$ cat src/rtl/mux_rr_arbiter.sv
// Round-robin arbiter in front of a clocked 4:1 mux.
// It picks one of four requesters and drives the mux select. It then holds the
// select until the mux register has caught up, and presents the mux output as
// valid downstream. A requester is released by an ack pulse on the cycle the
// consumer takes the data.
module mux_rr_arbiter #(
    parameter int MUX_LATENCY = 1,
    parameter int NUM_REQ     = 4
) (
    input  logic       clk,
    input  logic       rst,
    input  logic [3:0] req,
    input  logic       out_ready,
    output logic [1:0] ctrl,
    output logic [3:0] grant,
    output logic [3:0] ack,
    output logic       out_valid,
    output logic       busy
);

    // Elaboration guards: the select is 2 bits wide and the settle counter is 4 bits wide.
    generate
        if (NUM_REQ != 4) begin : g_bad_num_req
            $error("mux_rr_arbiter: NUM_REQ must be 4");
        end
        if ((MUX_LATENCY < 1) || (MUX_LATENCY > 15)) begin : g_bad_latency
            $error("mux_rr_arbiter: MUX_LATENCY must be within 1..15");
        end
    endgenerate

    typedef enum logic [1:0] {
        IDLE   = 2'd0,
        SETTLE = 2'd1,
        VALID  = 2'd2
    } state_t;

    localparam logic [3:0] LAT_M1 = 4'(MUX_LATENCY - 1);

    state_t     state_r;
    logic [1:0] rr_ptr_r;
    logic [3:0] cnt_r;
    logic [1:0] ctrl_r;
    logic [3:0] grant_r;
    logic       out_valid_r;
    logic       busy_r;

    logic [3:0] arb_req_s;
    logic [1:0] arb_ptr_s;
    logic [2:0] pick_s;
    logic       win_found_s;
    logic [1:0] win_idx_s;
    logic       xfer_s;

    // First set bit of r, searching upward from ptr with wrap-around. The result is {found, index}.
    function automatic logic [2:0] rr_pick(input logic [3:0] r, input logic [1:0] ptr);
        logic       found;
        logic [1:0] idx;
        logic [1:0] cand;
        found = 1'b0;
        idx   = ptr;
        for (int k = 0; k < NUM_REQ; k++) begin
            cand = ptr + 2'(k);
            if (!found && r[cand]) begin
                found = 1'b1;
                idx   = cand;
            end else begin
                idx = idx;
            end
        end
        return {found, idx};
    endfunction

    // Arbitration inputs. On an ack the current owner is masked out, and the
    // search starts just past it, which is where rr_ptr is heading on this edge.
    always_comb begin
        arb_req_s = req;
        arb_ptr_s = rr_ptr_r;
        if (state_r == VALID) begin
            arb_req_s = req & ~grant_r;
            arb_ptr_s = ctrl_r + 2'd1;
        end else begin
            arb_req_s = req;
            arb_ptr_s = rr_ptr_r;
        end
    end

    assign pick_s      = rr_pick(arb_req_s, arb_ptr_s);
    assign win_found_s = pick_s[2];
    assign win_idx_s   = pick_s[1:0];

    // A transfer happens only while the output is valid and accepted. Reset suppresses it.
    assign xfer_s = out_valid_r & out_ready & ~rst;
    assign ack    = grant_r & {4{xfer_s}};

    assign ctrl      = ctrl_r;
    assign grant     = grant_r;
    assign out_valid = out_valid_r;
    assign busy      = busy_r;

    // Arbiter FSM: grant, settle through the mux latency, then present the output until it is accepted.
    always_ff @(posedge clk) begin
        if (rst) begin
            state_r     <= IDLE;
            rr_ptr_r    <= 2'd0;
            cnt_r       <= 4'd0;
            ctrl_r      <= 2'd0;
            grant_r     <= 4'd0;
            out_valid_r <= 1'b0;
            busy_r      <= 1'b0;
        end else begin
            case (state_r)
                IDLE: begin
                    if (win_found_s) begin
                        ctrl_r  <= win_idx_s;
                        grant_r <= 4'b0001 << win_idx_s;
                        cnt_r   <= LAT_M1;
                        busy_r  <= 1'b1;
                        state_r <= SETTLE;
                    end
                end
                SETTLE: begin
                    if (cnt_r == 4'd0) begin
                        out_valid_r <= 1'b1;
                        state_r     <= VALID;
                    end else begin
                        cnt_r <= cnt_r - 4'd1;
                    end
                end
                VALID: begin
                    if (out_ready) begin
                        rr_ptr_r    <= ctrl_r + 2'd1;
                        out_valid_r <= 1'b0;
                        if (win_found_s) begin
                            ctrl_r  <= win_idx_s;
                            grant_r <= 4'b0001 << win_idx_s;
                            cnt_r   <= LAT_M1;
                            state_r <= SETTLE;
                        end else begin
                            grant_r <= 4'd0;
                            busy_r  <= 1'b0;
                            state_r <= IDLE;
                        end
                    end
                end
                default: begin
                    state_r     <= IDLE;
                    rr_ptr_r    <= 2'd0;
                    cnt_r       <= 4'd0;
                    ctrl_r      <= 2'd0;
                    grant_r     <= 4'd0;
                    out_valid_r <= 1'b0;
                    busy_r      <= 1'b0;
                end
            endcase
        end
    end

endmodule

$ cat config.mk
export PLATFORM = sky130hd
export DESIGN_NAME = mux_rr_arbiter
export DESIGN_NICKNAME = d
export VERILOG_FILES = /design/src/rtl/mux_rr_arbiter.sv
export SDC_FILE = /design/constraint.sdc
export NUM_CORES = 1
export LEC_CHECK = 0
export CAP_MARGIN = 20
export CORE_MARGIN = 4
export CORE_UTILIZATION = 46
export CTS_CLUSTER_SIZE = 12
export DETAILED_ROUTE_END_ITERATION = 12
export GPL_TIMING_DRIVEN = 0
export HOLD_SLACK_MARGIN = 0.15
export PLACE_DENSITY = 0.74
export SYNTH_ARGS = -nofsm -noshare
export SYNTH_HDL_FRONTEND = slang
export SYNTH_SLANG_ARGS = --single-unit
$ cat constraint.sdc
create_clock -name clk -period 1.9 [get_ports clk]
set_clock_uncertainty 0.2 [all_clocks]
set_input_delay 0.285 -clock clk [delete_from_list [all_inputs] [get_ports clk]]
set_output_delay 0.285 -clock clk [all_outputs]
set_load 0.005 [all_outputs]
### Word level (Yosys, flattened, before mapping)

Index checks and enable logic that the tools add are counted.

| operators by class | value |
|---|---|
| $add $sub $neg | 5 |
| $mul | 0 |
| div/mod/pow operators | 0 |
| magnitude comparators | 4 |
| equal/unequal tests | 7 |
| shifts and indexed selects | 1 |
| mux-type cells | 42 |
| bitwise logic cells | 9 |
| reduce and logical (&&, ||, !) cells | 16 |

Operators with widths:

| cell | count |
|---|---|
| $mux 4 | 7 |
| $pmux 4 s3 | 2 |
| $mux 2 | 10 |
| $mux 1 | 14 |
| $lt 2x3->1 const B | 4 |
| $pmux 2 s3 | 2 |
| $ne 2x2->1 const B | 5 |
| $reduce_and 3->1 | 3 |
| $and 4x4->4 | 2 |
| $bmux 1 s2 | 4 |
| $pmux 1 s3 | 2 |
| $reduce_and 2->1 | 3 |
| $add 2x1->2 const B | 2 |
| $add 2x2->2 const B | 2 |
| $logic_not 4->1 | 1 |
| $not 1->1 | 4 |
| $not 4->4 | 1 |
| $pmux 2 s2 | 1 |
| $reduce_and 4->1 | 1 |
| $shl 1x2->4 const A | 1 |
| $sub 4x1->4 const B | 1 |
| $logic_and 1x1->1 | 3 |
| $logic_not 1->1 | 3 |
| $and 1x1->1 | 2 |
| other kinds (4) | 4 |

| word-level totals | value |
|---|---|
| bits in registers | 16 |
| latch bits | 0 |
| memory bits (writable) | 0 |
| memory bits (read-only) | 0 |
| bits of input ports | 7 |
| memories | 0 |

### Depth between registers and ports, before layout

Gate-level depths: netlist (run 1).

| logic depth | value |
|---|---|
| depth after elaboration | 19 |
| depth in mapped cells | 7 |

### Worst setup path after synthesis (run 1)

Ideal clock, no wire load.

| timing path | value |
|---|---|
| path kind | reg2reg |
| start point | register state_r[1] |
| end point | register ctrl_r[1], in the netlist ctrl[1] |
| setup time | 120 ps |
| data arrival time | 1614 ps |
| required time | 1580 ps |
| path slack | -34 ps |
| cell stages (with the launch flop) | 7 |
| buffers on the path | 0 |
| clock period less this slack | 1934 ps |
| cell sequence | dfxtp_1 nor2b_4 mux2i_1 o211ai_1 a31oi_2 nor2_1 o31a_1 |

| between the ends | value |
|---|---|
| longest elaborated chain between the ends | 17 |

RTL lines:

| element | RTL line | source |
|---|---|---|
| start: declaration | 39 | `state_t state_r;` |
| start signal: assignment | 103 | `state_r <= IDLE;` |
| start signal: assignment | 118 | `state_r <= SETTLE;` |
| start signal: assignment | 124 | `state_r <= VALID;` |
| branches (longest 17 deep; another with $add 2x1->2) | n/a |  |
| end signal: assignment | 114 | `ctrl_r <= win_idx_s;` |
| end signal: assignment | 134 | `ctrl_r <= win_idx_s;` |
| end: declaration | 42 | `logic [1:0] ctrl_r;` |

Several ways; the timed one is not identified. The select of a mux whose other input is x is not followed.
A chain may end at the register's enable or synchronous reset.

### Final worst setup path (run 1)

| timing path | value |
|---|---|
| start point | register state_r[0] |
| end point | register ctrl_r[1], in the netlist ctrl[1] |

The elaborated chain is that of the path after synthesis.

==> impl_metrics.py, run 1 <==
metrics = {
    "finish": {
        "nNetsFinal": 175,
        "syn_to_final_growth_pct": 47.4,
        "diodes": 0,
        "mostFrequentLayoutCell": "buf_4",
        "final_cell_mix": "buf_4 (14), nand2_1 (13), a21oi_1 (12), dfxtp_1 (12), dlygate4sd2_1 (9)",
        "fillers": 161,
        "drive_gt1_share_pct": 34.9,
    },
    "floorplanning": {
        "std_cell_rows": 17,
        "die_y_um": 56.0,
        "num_io_pins": 19,
        "core_um2": 2190,
        "die_area_um2": 3130,
        "initial_utilization_pct": 48.3,
        "fp.dieW_um": 56.0,
    },
    "clock_tree": {
        "cts_num_sinks": 16,
        "cts-buffers-inserted": 3,
        "h-tree-depth": 1,
        "cts_tree": "built",
        "cts_buffer_depth": 2,
        "cts_root_buf": "clkbuf_4",
        "cts.hold.buffers_added": 0,
        "clkTransAtPathRegs_ns": 0.10,
        "clkLatencyLatePin_ns": 0.30,
    },
    "power": {
        "p_seq_share_pct": 41.5,
        "combPwrFrac_pct": 34.4,
        "net-switching-power_uw": 312,
        "power_frac_clock_pct": 24.1,
        "p_leak_nw": 0.602,
        "power.total_uw": 961,
        "switching_share_pct": 32.4,
        "peakVddDrop_v": 0.000667,
        "powerDensity_nw_per_um2": 616,
        "p_int_uw": 649,
    },
    "sta": {
        "fmax_mhz": 487,
        "slew_violations": 0,
        "slew_headroom_pct": 73.5,
        "worst-slew-pin-transition_ns": 0.394,
        "finalSetupViolCount": 6,
        "period_minus_slack_ns": 2.06,
        "whs_ns": 0.275,
        "fin_ws_ns": -0.155,
        "hold_violations": 0,
        "period_share_pct": 108,
        "grt_setup_unrepaired": "true",
    },
    "logic_synthesis": {
        "synth-seq-cells": 16,
        "synth.area.top_cells": "dfxtp_1 (30%), a21oi_1 (6.1%), nand2_1 (4.6%)",
        "ys_seq_area_share_pct": 30.3,
        "synth_cells": 128,
        "synth_edf_count": 0,
        "ys.flop_type": "dfxtp_1",
        "netlist_area_um2": 1060,
        "synth_nets": 136,
        "avgSynthCellArea_um2": 8.27,
        "yosys.area.top_type": "dfxtp_1",
        "postSynth.asyncResetShare_pct": 0,
        "ys_warn_count": 0,
        "synth.top_cell.area_share_pct": 30.3,
        "synth_cell_types": 53,
    },
    "drt": {
        "avgViaCountPerCell": 5.73,
        "drt-pass1-iter-count": 4,
        "drt_wl_total_mm": 3.08,
        "final_antenna_net_count": 0,
        "dr.first_iter.drc_count": 38,
        "drc": 0,
        "wl_per_cell_um": 15.9,
        "routed-via-count": 1112,
    },
    "job": {
        "drv_cap": 0,
    },
    "worst_setup_path": {
        "critPathMaxFanout": 5,
        "required_ns": 1.89,
        "critPathKind": "reg2reg",
        "arrival_ns": 2.04,
        "endpoint_kind": "flop",
        "startpoint_type": "flop",
        "r2r_slack_ns": -0.16,
    },
    "global_routing": {
        "grt_max_degree": 11,
        "grt_pass1_wl_mm": 5.06,
        "grt_overflow": 0,
        "track_usage_pct": 19.8,
        "antenna_found_initial": 0,
        "first_global_vias": 1135,
    },
    "placement": {
        "place_ws_ns": -0.607,
        "gp_congestion": 0.821,
        "port_buffers": 18,
        "dp_hpwl_mm": 1.96,
    },
    "hold_path": {
        "hp-class": "reg2reg",
    },
    "status": {
        "status": "complete, but fails checks",
        "violations": "negative setup slack",
    },
}
[power groups by stage]
| stage | combinational, mW | sequential [mW] | clock [mW] |
|---|---|---|---|
| 2_1_floorplan | 0.158 | 0.394 | 0 |
| 3_5_place_dp | 0.249 | 0.400 | 0 |
| 3_3_place_gp | 0.245 | 0.399 | 0 |
| 6_report | 0.331 | 0.398 | 0.232 |
| 5_1_grt | 0.355 | 0.404 | 0.257 |
| 4_1_cts | 0.299 | 0.396 | 0.233 |
[final cells by class]
cell class	count	area (um^2)	share of cell area, %
Multi-Input combinational cell	99	796	51.0
Sequential cell	16	328	21.0
Timing Repair Buffer	34	292	18.7
Buffer	4	40.0	2.57
Clock buffer	4	36.3	2.33
Tap cell	28	35.0	2.25
Inverter	9	33.8	2.17
[sequential cells by signal (all words and copies together), names as in the netlist]
name	count
rr_ptr_r	2
ctrl	2
out_valid	1
busy	1
state_r	2
grant	4
cnt_r	4
[worst max-delay path: stages (launching register included)]
cell,delay [ns]
dfxtp_2,0.34
buf_6,0.13
nor2b_4,0.21
mux2i_4,0.33
o211ai_1,0.18
a31oi_4,0.27
nor2_1,0.06
o31a_1,0.23
[per-stage QoR]
step	cell area, um^2	utilization (%)	TNS (ns)	instances
after global routing	1560	71.2	-1.08	194
after floorplan	1060	-	-0.00477	128
after detailed placement	1280	58.3	-7.51	174
final	1560	71.2	-0.654	194
after CTS	1480	67.4	-0.550	190
after global placement	1280	58.3	-7.31	174
[layer usage]
metal / global-route usage (%) / part of all wire [%]
met3: 2.55 / 3.2
met4: 7.80 / 2.4
met5: 0 / 0
met1: 23.6 / 43
met2: 35.4 / 52
[logic make-up (layout without fill, tap and decap cells)]
| kind of cell | Yosys count | in the layout | synth area share, % |
|---|---|---|---|
| xor+xnor | 1 | 1 | 0.828 |
| flops | 16 | 16 | 30.3 |
| fa+ha+maj | 1 | 1 | 1.18 |
| simple gates | 51 | 51 | 28.8 |
| mux | 1 | 1 | 0.946 |
| buf+inv | 13 | 51 | 5.67 |
| compound gates | 45 | 45 | 32.3 |
[cell usage after synthesis, drive strengths merged (2+ instances only)]
cell type,n
dfxtp,16
a21o,2
nor2b,2
a21oi,13
nand2,13
nor2,12
and3b,2
o211ai,2
and2,3
or2,2
o21ai,8
o31ai,2
nand2b,6
clkbuf,2
nor4,3
nand3b,2
a2111oi,2
buf,2
inv,9
a31oi,2
[worst paths after layout]
kind / startpoint / to / cells after the start
worst max-delay path: state_r[0]$_SDFFE_PP0P_ / ctrl[1]$_SDFFE_PP0P_ / 7
worst min-delay path: grant[3]$_SDFFE_PP0P_ / grant[3]$_SDFFE_PP0P_ / 2
worst max register to register: state_r[0]$_SDFFE_PP0P_ / ctrl[1]$_SDFFE_PP0P_ / 7
worst min register to register: grant[3]$_SDFFE_PP0P_ / grant[3]$_SDFFE_PP0P_ / 2
[repair_timing]
item | in CTS | in global routing
cloned | 1 | 0
setup endpoints to repair | 16 | 13
resized for setup | 34 | 13
pin swaps | 8 | 9
buffers inserted | 11 | 4
No activity file was read; power rests on OpenSTA's default activity.
==> run 2, diff against run 1 <==
Settings changed: ABC_AREA from default to 0, CORE_MARGIN 4 to default.
==> impl_metrics.py, run 2 (synthesized netlist as in run 1, its figures left out) <==
metrics = {
    "status": {
        "status": "complete, but fails checks",
        "violations": "negative setup slack",
    },
    "drt": {
        "drc": 0,
        "final_antenna_net_count": 0,
        "drt_wl_total_mm": 2.94,
        "routed-via-count": 1093,
        "dr.first_iter.drc_count": 56,
        "avgViaCountPerCell": 5.84,
        "drt-pass1-iter-count": 4,
        "wl_per_cell_um": 15.7,
    },
    "floorplanning": {
        "die_y_um": 50.0,
        "fp.dieW_um": 50.0,
        "std_cell_rows": 17,
        "initial_utilization_pct": 48.3,
        "num_io_pins": 19,
        "core_um2": 2190,
        "die_area_um2": 2500,
    },
    "worst_setup_path": {
        "critPathKind": "reg2reg",
        "required_ns": 1.88,
        "arrival_ns": 2.05,
        "startpoint_type": "flop",
        "endpoint_kind": "flop",
        "crit_slowest_cell": "a2111o_1",
        "cp_slowest_stage_delay_ns": 0.43,
        "path_cells": "buf_6 -> nor3b_4 -> a2111o_1 -> a21boi_2 -> o211ai_2 -> nor2_2 -> a22o_1",
        "critPathMaxFanout": 5,
    },
    "finish": {
        "drive_gt1_share_pct": 30.2,
        "syn_to_final_growth_pct": 37.8,
        "ff_latch_area_um2": 325,
        "fillers": 186,
        "mostFrequentLayoutCell": "dfxtp_1",
        "multiInputGateArea_um2": 748,
        "stdcell_count": 187,
        "final_cell_mix": "dfxtp_1 (14), nand2_1 (12), a21oi_1 (12)",
        "diodes": 0,
        "nNetsFinal": 169,
        "final_util_pct": 66.6,
    },
    "job": {
        "drv_cap": 0,
    },
    "placement": {
        "port_buffers": 18,
        "place_ws_ns": -0.648,
        "dp_cells": 174,
        "dp_hpwl_mm": 1.98,
        "gp_congestion": 0.833,
    },
    "clock_tree": {
        "clkLatencyLatePin_ns": 0.29,
        "cts_num_sinks": 16,
        "cts-buffers-inserted": 3,
        "cts_tree": "built",
        "cts_buffer_depth": 2,
        "h-tree-depth": 1,
        "cts.hold.buffers_added": 0,
        "cts_root_buf": "clkbuf_4",
        "clkTransAtPathRegs_ns": 0.10,
    },
    "power": {
        "power_frac_clock_pct": 20.2,
        "p_leak_nw": 0.558,
        "p_int_uw": 594,
        "combPwrFrac_pct": 35.2,
        "net-switching-power_uw": 293,
        "powerDensity_nw_per_um2": 608,
        "p_seq_share_pct": 44.6,
        "switching_share_pct": 33.1,
        "peakVddDrop_v": 0.000434,
    },
    "sta": {
        "finalSetupViolCount": 6,
        "fmax_mhz": 483,
        "worst-slew-pin-transition_ns": 0.404,
        "grt_setup_unrepaired": "true",
        "hold_violations": 0,
        "period_minus_slack_ns": 2.07,
        "slew_violations": 0,
        "period_share_pct": 109,
        "fin_ws_ns": -0.171,
        "slew_headroom_pct": 72.8,
        "tns_ns": -0.848,
    },
    "global_routing": {
        "met3_usage_pct": 2.78,
        "grt_pass1_wl_mm": 4.51,
        "grt_max_degree": 11,
        "first_global_vias": 1014,
        "antenna_found_initial": 0,
        "use_met2_pct": 43.7,
        "track_usage_pct": 24.1,
        "busiest_layer": "met2",
        "grt_overflow": 0,
        "global_route.usage.met1_pct": 28.8,
    },
    "hold_path": {
        "hp-class": "reg2reg",
    },
}
[run 2: cell types whose count changed in the layout (fill, tap and decap cells not counted), sizes merged]
cell           previous run  this run
buf                      18        12
clkdlybuf4s15             1         3
dlygate4sd2               9         7
clkbuf                    6         5
[run 2: area by class of cell]
class                           count  area share [%]
Multi-Input combinational cell     99            51.3
Sequential cell                    16            22.3
Timing Repair Buffer               28            17.4
Buffer                              4            2.74
Tap cell                           28            2.40
Inverter                            9            2.32
Clock buffer                        3            1.54
[run 2: per-stage QoR]
stage               cell area [um^2]  hold WS (ns)  power [mW]
global route                    1460         0.313       0.929
CTS                             1400         0.271       0.859
finish                          1460         0.293       0.887
global placement                1280         0.265       0.643
floorplan                       1060         0.254       0.553
detailed placement              1280         0.273       0.650
[run 2: timing repair]
item                                    CTS  global route
gates resized for setup                  29            11
setup buffers                             9             1
pin swaps                                 8             6
endpoints found under the hold margin     0             0
endpoints found under the setup margin   16            11
[run 2: critical path: cells and delay by family (launching register included)]
family | cells | cell delay (ns)
compound gates | 4 | 1.05
buf+inv | 1 | 0.12
flops | 1 | 0.36
simple gates | 2 | 0.22
[run 2: path summary, 6_finish.rpt]
check                          start               endpoint  slack [ns]  cells after the start
max          state_r[1]$_SDFFE_PP0P_  grant[1]$_SDFFE_PP0P_       -0.17                      7
min            grant[3]$_SDFFE_PP0P_  grant[3]$_SDFFE_PP0P_        0.29                      2
max reg2reg  state_r[1]$_SDFFE_PP0P_  grant[1]$_SDFFE_PP0P_       -0.17                      7
min reg2reg    grant[3]$_SDFFE_PP0P_  grant[3]$_SDFFE_PP0P_        0.29                      2
[run 2: power groups by stage]
stage,Clock (mW),Sequential (mW),Combinational [mW]
2_1_floorplan,0,0.394,0.158
3_5_place_dp,0,0.400,0.249
5_1_grt,0.194,0.400,0.336
4_1_cts,0.181,0.393,0.286
3_3_place_gp,0,0.398,0.245
6_report,0.179,0.396,0.313
[run 2: routing by layer]
| layer | up-vias | wire (um) | part of all wire, % |
|---|---|---|---|
| li1 | 530 | - | - |
| met1 | 508 | 1250 | 43 |
| met2 | 49 | 1510 | 51 |
| met3 | 6 | 140 | 4.8 |
| met4 | 0 | 33 | 1.1 |
| met5 | - | 0 | 0 |
